$ cat config.mk
export PLATFORM = sky130hd
export DESIGN_NAME = dac_sample_sequencer
export DESIGN_NICKNAME = d
export VERILOG_FILES = /design/src/rtl/dac_sample_sequencer.sv
export SDC_FILE = /design/constraint.sdc
export NUM_CORES = 1
export LEC_CHECK = 0
export BUFFER_PORTS_ARGS = -buffer_cell sky130_fd_sc_hd__buf_2
export CORE_UTILIZATION = 51
export CTS_CLUSTER_SIZE = 12
export DETAILED_ROUTE_END_ITERATION = 10
export PLACE_DENSITY = 0.68
export SYNTH_ARGS = -nofsm -noshare
export SYNTH_HDL_FRONTEND = slang
export SYNTH_SLANG_ARGS = --single-unit
$ cat constraint.sdc
create_clock -name clk_50MHZ -period 2.8 [get_ports clk_50MHZ]
set_input_delay 0.56 -clock clk_50MHZ [delete_from_list [all_inputs] [get_ports clk_50MHZ]]
set_output_delay 0.56 -clock clk_50MHZ [all_outputs]
set_load 0.005 [all_outputs]
$ cat src/rtl/dac_sample_sequencer.sv
// Buffers channel-tagged 10-bit samples and releases one per sample period to the Mercury2 DAC
// wrapper. Define DAC_SEQ_LOOP_EN to turn the buffer into a looping waveform memory.
module dac_sample_sequencer #(
    parameter int unsigned SamplePeriod = 500,
    parameter int unsigned FifoDepth    = 16,
    parameter int unsigned AddrBits     = 4
) (
    input  logic                clk_50MHZ,
    input  logic                reset,
    input  logic                run,
    input  logic                wr_en,
    input  logic                wr_channel,
    input  logic [9:0]          wr_data,
    output logic                full,
    output logic                empty,
    output logic [AddrBits:0]   count,
    input  logic                dac_busy,
    output logic                dac_trigger,
    output logic                dac_channel,
    output logic [9:0]          dac_din,
    output logic                underrun,
    output logic                overflow,
    output logic                late
);

    localparam int unsigned TimerBits = $clog2(SamplePeriod);
    localparam logic [TimerBits-1:0] TickValue = TimerBits'(SamplePeriod - 1);
    localparam logic [AddrBits:0] DepthValue = (AddrBits + 1)'(FifoDepth);

    typedef enum logic [2:0] {
        StIdle,
        StSetup,
        StTrig,
        StGuard,
        StWait
    } state_e;

    state_e               state_q;
    logic [TimerBits-1:0] timer_q, timer_d;
    logic                 run_q;
    logic [AddrBits-1:0]  wptr_q, wptr_d;
    logic [AddrBits-1:0]  rptr_q, rptr_d;
    logic [AddrBits:0]    count_q, count_d;
    logic [10:0]          mem_q [FifoDepth];
    logic [9:0]           din_q;
    logic                 chan_q;
    logic                 underrun_q, overflow_q, late_q;

    logic run_rise, tick, push, pop, wr_drop;

    assign run_rise = run & ~run_q;
    assign tick     = run & (timer_q == TickValue);
    assign full     = (count_q == DepthValue);
    assign empty    = (count_q == '0);
    assign pop      = (state_q == StIdle) & tick & ~empty;

`ifdef DAC_SEQ_LOOP_EN
    // The buffer is waveform memory while running, so host writes only land when stopped.
    assign push    = wr_en & ~run & ~full;
    assign wr_drop = wr_en & ~run & full;
`else
    assign push    = wr_en & ~full;
    assign wr_drop = wr_en & full;
`endif

    always_comb begin
        timer_d = '0;
        if (run) begin
            timer_d = tick ? '0 : timer_q + 1'b1;
        end
        wptr_d = push ? wptr_q + 1'b1 : wptr_q;
`ifdef DAC_SEQ_LOOP_EN
        count_d = push ? count_q + 1'b1 : count_q;
        rptr_d  = rptr_q;
        if (run_rise) begin
            rptr_d = '0;
        end else if (pop) begin
            rptr_d = ({1'b0, rptr_q} == count_q - 1'b1) ? '0 : rptr_q + 1'b1;
        end
`else
        count_d = count_q;
        if (push && !pop) begin
            count_d = count_q + 1'b1;
        end else if (pop && !push) begin
            count_d = count_q - 1'b1;
        end
        rptr_d = pop ? rptr_q + 1'b1 : rptr_q;
`endif
    end

    always_ff @(posedge clk_50MHZ) begin
        if (push) begin
            mem_q[wptr_q] <= {wr_channel, wr_data};
        end
    end

    always_ff @(posedge clk_50MHZ) begin
        if (reset) begin
            state_q    <= StIdle;
            timer_q    <= '0;
            run_q      <= 1'b0;
            wptr_q     <= '0;
            rptr_q     <= '0;
            count_q    <= '0;
            din_q      <= '0;
            chan_q     <= 1'b0;
            underrun_q <= 1'b0;
            overflow_q <= 1'b0;
            late_q     <= 1'b0;
        end else begin
            run_q   <= run;
            timer_q <= timer_d;
            wptr_q  <= wptr_d;
            rptr_q  <= rptr_d;
            count_q <= count_d;

            if (run_rise) begin
                underrun_q <= 1'b0;
                overflow_q <= 1'b0;
                late_q     <= 1'b0;
            end
            if (wr_drop) begin
                overflow_q <= 1'b1;
            end
            // Ticks that arrive mid-sequence are dropped, not queued.
            if (tick && state_q != StIdle) begin
                late_q <= 1'b1;
            end

            case (state_q)
                StIdle: begin
                    if (pop) begin
                        {chan_q, din_q} <= mem_q[rptr_q];
                        state_q         <= StSetup;
                    end else if (tick) begin
                        underrun_q <= 1'b1;
                    end
                end
                StSetup: state_q <= StTrig;
                StTrig:  state_q <= StGuard;
                // Guard cycle skips the wrapper's registered Busy, which lags the trigger.
                StGuard: state_q <= StWait;
                StWait: begin
                    if (!dac_busy) begin
                        state_q <= StIdle;
                    end
                end
                default: state_q <= StIdle;
            endcase
        end
    end

    assign count       = count_q;
    assign dac_trigger = (state_q == StTrig);
    assign dac_din     = din_q;
    assign dac_channel = chan_q;
    assign underrun    = underrun_q;
    assign overflow    = overflow_q;
    assign late        = late_q;

endmodule
==> impl_metrics.csv <==
group,metric,value,unit
run_status,outcome,"complete, no violations",
floorplan,die_w,131,um
power_and_ir_drop,p_switching,1480,uW
grt,grt_pass1_wl,26.7,mm
finish,multi_input_area,2290,um^2
setup_path,crit_path_end_kind,"flip-flop",
logic_synthesis,syn_inst,476,
clock_tree,clock_path_buffers,3,
setup_path,cp_cell_sequence,"ha_1, nand2b_4, nor4_4, nand3_1, ha_1, inv_2, ha_1, a21o_1, a21oi_1, xnor2_1, or3_1, a21oi_1",
route,wl,17.5,mm
floorplan,chipHeight,131,um
sta,hold_violations,0,
logic_synthesis,yosysWarnings,0,
finish,n_antenna_cell,0,
logic_synthesis,yosys.area.top_type,"edfxtp_1",
clock_tree,numCtsBuffers,23,
floorplan,ios,38,
logic_synthesis,syn_area_per_cell,17.9,um^2
sta,timing.setup.tns,0,ps
power_and_ir_drop,p_per_area,706,nW/um^2
route,wl_per_cell,22.3,um
setup_path,critPathKind,"reg -> reg",
setup_path,cp_num_buf_inv,1,
clock_tree,cts_tree,"done",
logic_synthesis,syn_area,8520,um^2
logic_synthesis,async_reset_ff_frac,0,
logic_synthesis,synth-edff-count,176,
finish,nFillCells,1165,
sta,period_needed,2620,ps
setup_path,slowest_stage,"dfxtp_1",
setup_path,reg2reg_from,"timer_q[0]",
grt,antenna_found_initial,0,
sta,relSlewSlack,0.529,
setup_path,critical_path_required,3240,ps
floorplan,rows,46,
setup_path,crit_top_cell,"ha_1",
grt,grt_max_degree,48,
hold_path,min_from,"reset",
grt,grt_pass1_vias,4605,
logic_synthesis,netlist_top_cells_count,"edfxtp_1, nor2_1, dfxtp_1",
power_and_ir_drop,sw_frac_of_total,0.212,
sta,fmax,0.382,GHz
sta,worstMarginPinSlew,707,ps
route,first_pass_iters,5,
logic_synthesis,ys_ff_latch,216,
logic_synthesis,synthDistinctLibCells,39,
logic_synthesis,yosysTopAreaCellShare,0.620,
finish,syn_to_final_growth,15.9,%
hold_path,hold_class,"in -> reg",
logic_synthesis,synthMostInstantiatedCell,"edfxtp_1",
clock_tree,cts_max_level,1,
power_and_ir_drop,vdd_ir_drop_max,0.000663,V
route,drc,0,
route,dr_total_vias,4493,
clock_tree,clk_pin_slew,60,ps
floorplan,core-area,16100,um^2
sta,worst_clock_skew,7.83,ps
sta,finalCritPeriodShare,0.935,
floorplan,die_area,17200,um^2
clock_tree,clock_sinks,216,
setup_path,critPathLaunch,"timer_q[0]",
clock_tree,cts_hold_buf,0,
route,drtIter0Drc,338,
floorplan,start_util,0.529,
sta,setup_violations,0,
power_and_ir_drop,combPwrFrac,0.069,
grt,grt_overflow_total,0,
route,ant_nets,0,
setup_path,crit_path_start_kind,"flip-flop",
flow_run,maxCapViolCount,0,
placed_design,hpwl,10.7,mm
finish,fin_util,0.613,
sta,rsz0062_at_grt,"no",
logic_synthesis,synth_ff_type,"edfxtp_1",
logic_synthesis,yosysSeqAreaShare,0.714,
sta,drv_slew,0,
setup_path,slowest_delay,350,ps
placed_design,gp_congestion,0.786,
power_and_ir_drop,p_seq_frac,0.519,
power_and_ir_drop,p_leak,0.00335,uW
clock_tree,root_buffer,"clkbuf_16",
finish,finalNetCount,578,
logic_synthesis,ys_top_cells_by_area,"edfxtp_1, dfxtp_1, mux4_2, mux4_1, nor2_1",
setup_path,worstPathMaxFanout,4,
placed_design,portBuffers,37,
finish,drive_gt1_frac,0.269,
power_and_ir_drop,p_clk_frac,0.411,
finish,ff_latch_area,6090,um^2
setup_path,cp.arrival,3060,ps
clock_tree,insertion_delay,510,ps
route,vias_per_cell,5.73,
logic_synthesis,synth_fp_nets,503,
power_and_ir_drop,intPower,5490,uW
grt,grt_util_all_layers,0.210,
setup_path,cp_top_family,"simple AND/OR/NAND/NOR gates",
-- state kept, by name, indices dropped and copies added, names as in the netlist --
signal       cells
wptr_q           4
dac_din         10
underrun         1
overflow         1
timer_q          9
state_q          3
count            5
rptr_q           4
dac_channel      1
mem_q          176
late             1
run_q            1
-- metal layers --
layer,wire length (um),GRT usage,vias to the layer above
li1,-,-,2018
met1,7400,0.284,2309
met2,8540,0.347,138
met3,1010,0.0367,28
met4,493,0.0719,0
met5,0,0,-
-- per-stage QoR --
stage | hold WS (ps) | power (uW) | setup slack [ps] | area (um^2) | std cells
finish | 252 | 6970 | 182 | 9870 | 784
global route | 248 | 7200 | 14.3 | 9870 | 784
detailed placement | 446 | 4170 | 23.2 | 9130 | 742
global placement | 420 | 4140 | 49.5 | 9130 | 742
CTS | 235 | 7030 | 101 | 9860 | 784
floorplan | 413 | 3970 | 216 | 8520 | 476
-- repair_timing --
item,4_1_cts,5_1_grt
setup endpoints to repair,0,1
resized for setup,0,3
hold endpoints to repair,0,0
setup buffers,0,0
-- worst paths after layout --
check	slack, ps	depth (start not counted)	endpoint
min reg2reg	450	2	underrun
max	180	12	count[4]
max reg2reg	180	12	count[4]
min	250	2	run_q
-- cell usage in the layout, fill, tap and decap left out, drive strengths merged, types with 14 or more instances in the layout --
| cell | n |
|---|---|
| dfxtp | 40 |
| nand2 | 20 |
| buf | 73 |
| mux4 | 44 |
| clkbuf | 39 |
| a22oi | 23 |
| nor2 | 52 |
| edfxtp | 176 |
| mux2i | 14 |
-- power groups by stage --
stage / Sequential (uW) / Clock [uW] / Combinational (uW)
after floorplan: 3680 / 0 / 290
after global placement: 3680 / 0 / 459
after detailed placement: 3690 / 0 / 480
after CTS: 3620 / 2920 / 484
after global routing: 3630 / 3040 / 533
final: 3620 / 2870 / 483
-- cells by family (layout without fill, tap and decap cells) --
logic type      Yosys count  in the layout  synth area share
fa+ha+maj                11             11            0.0170
buf+inv                  28            120            0.0211
simple gates            110            110            0.0632
mux                      58             58             0.138
flops                   216            216             0.714
compound gates           36             36            0.0292
xor+xnor                 17             17            0.0175
-- layout make-up --
| class | instances | area share |
|---|---|---|
| Clock inverter | 3 | 0.00190 |
| Multi-Input combinational cell | 232 | 0.232 |
| Tap cell | 216 | 0.0274 |
| Inverter | 5 | 0.00190 |
| Clock buffer | 39 | 0.0717 |
| Timing Repair Buffer | 73 | 0.0487 |
| Sequential cell | 216 | 0.617 |
Note: power is estimated with default switching activity, not from simulation.
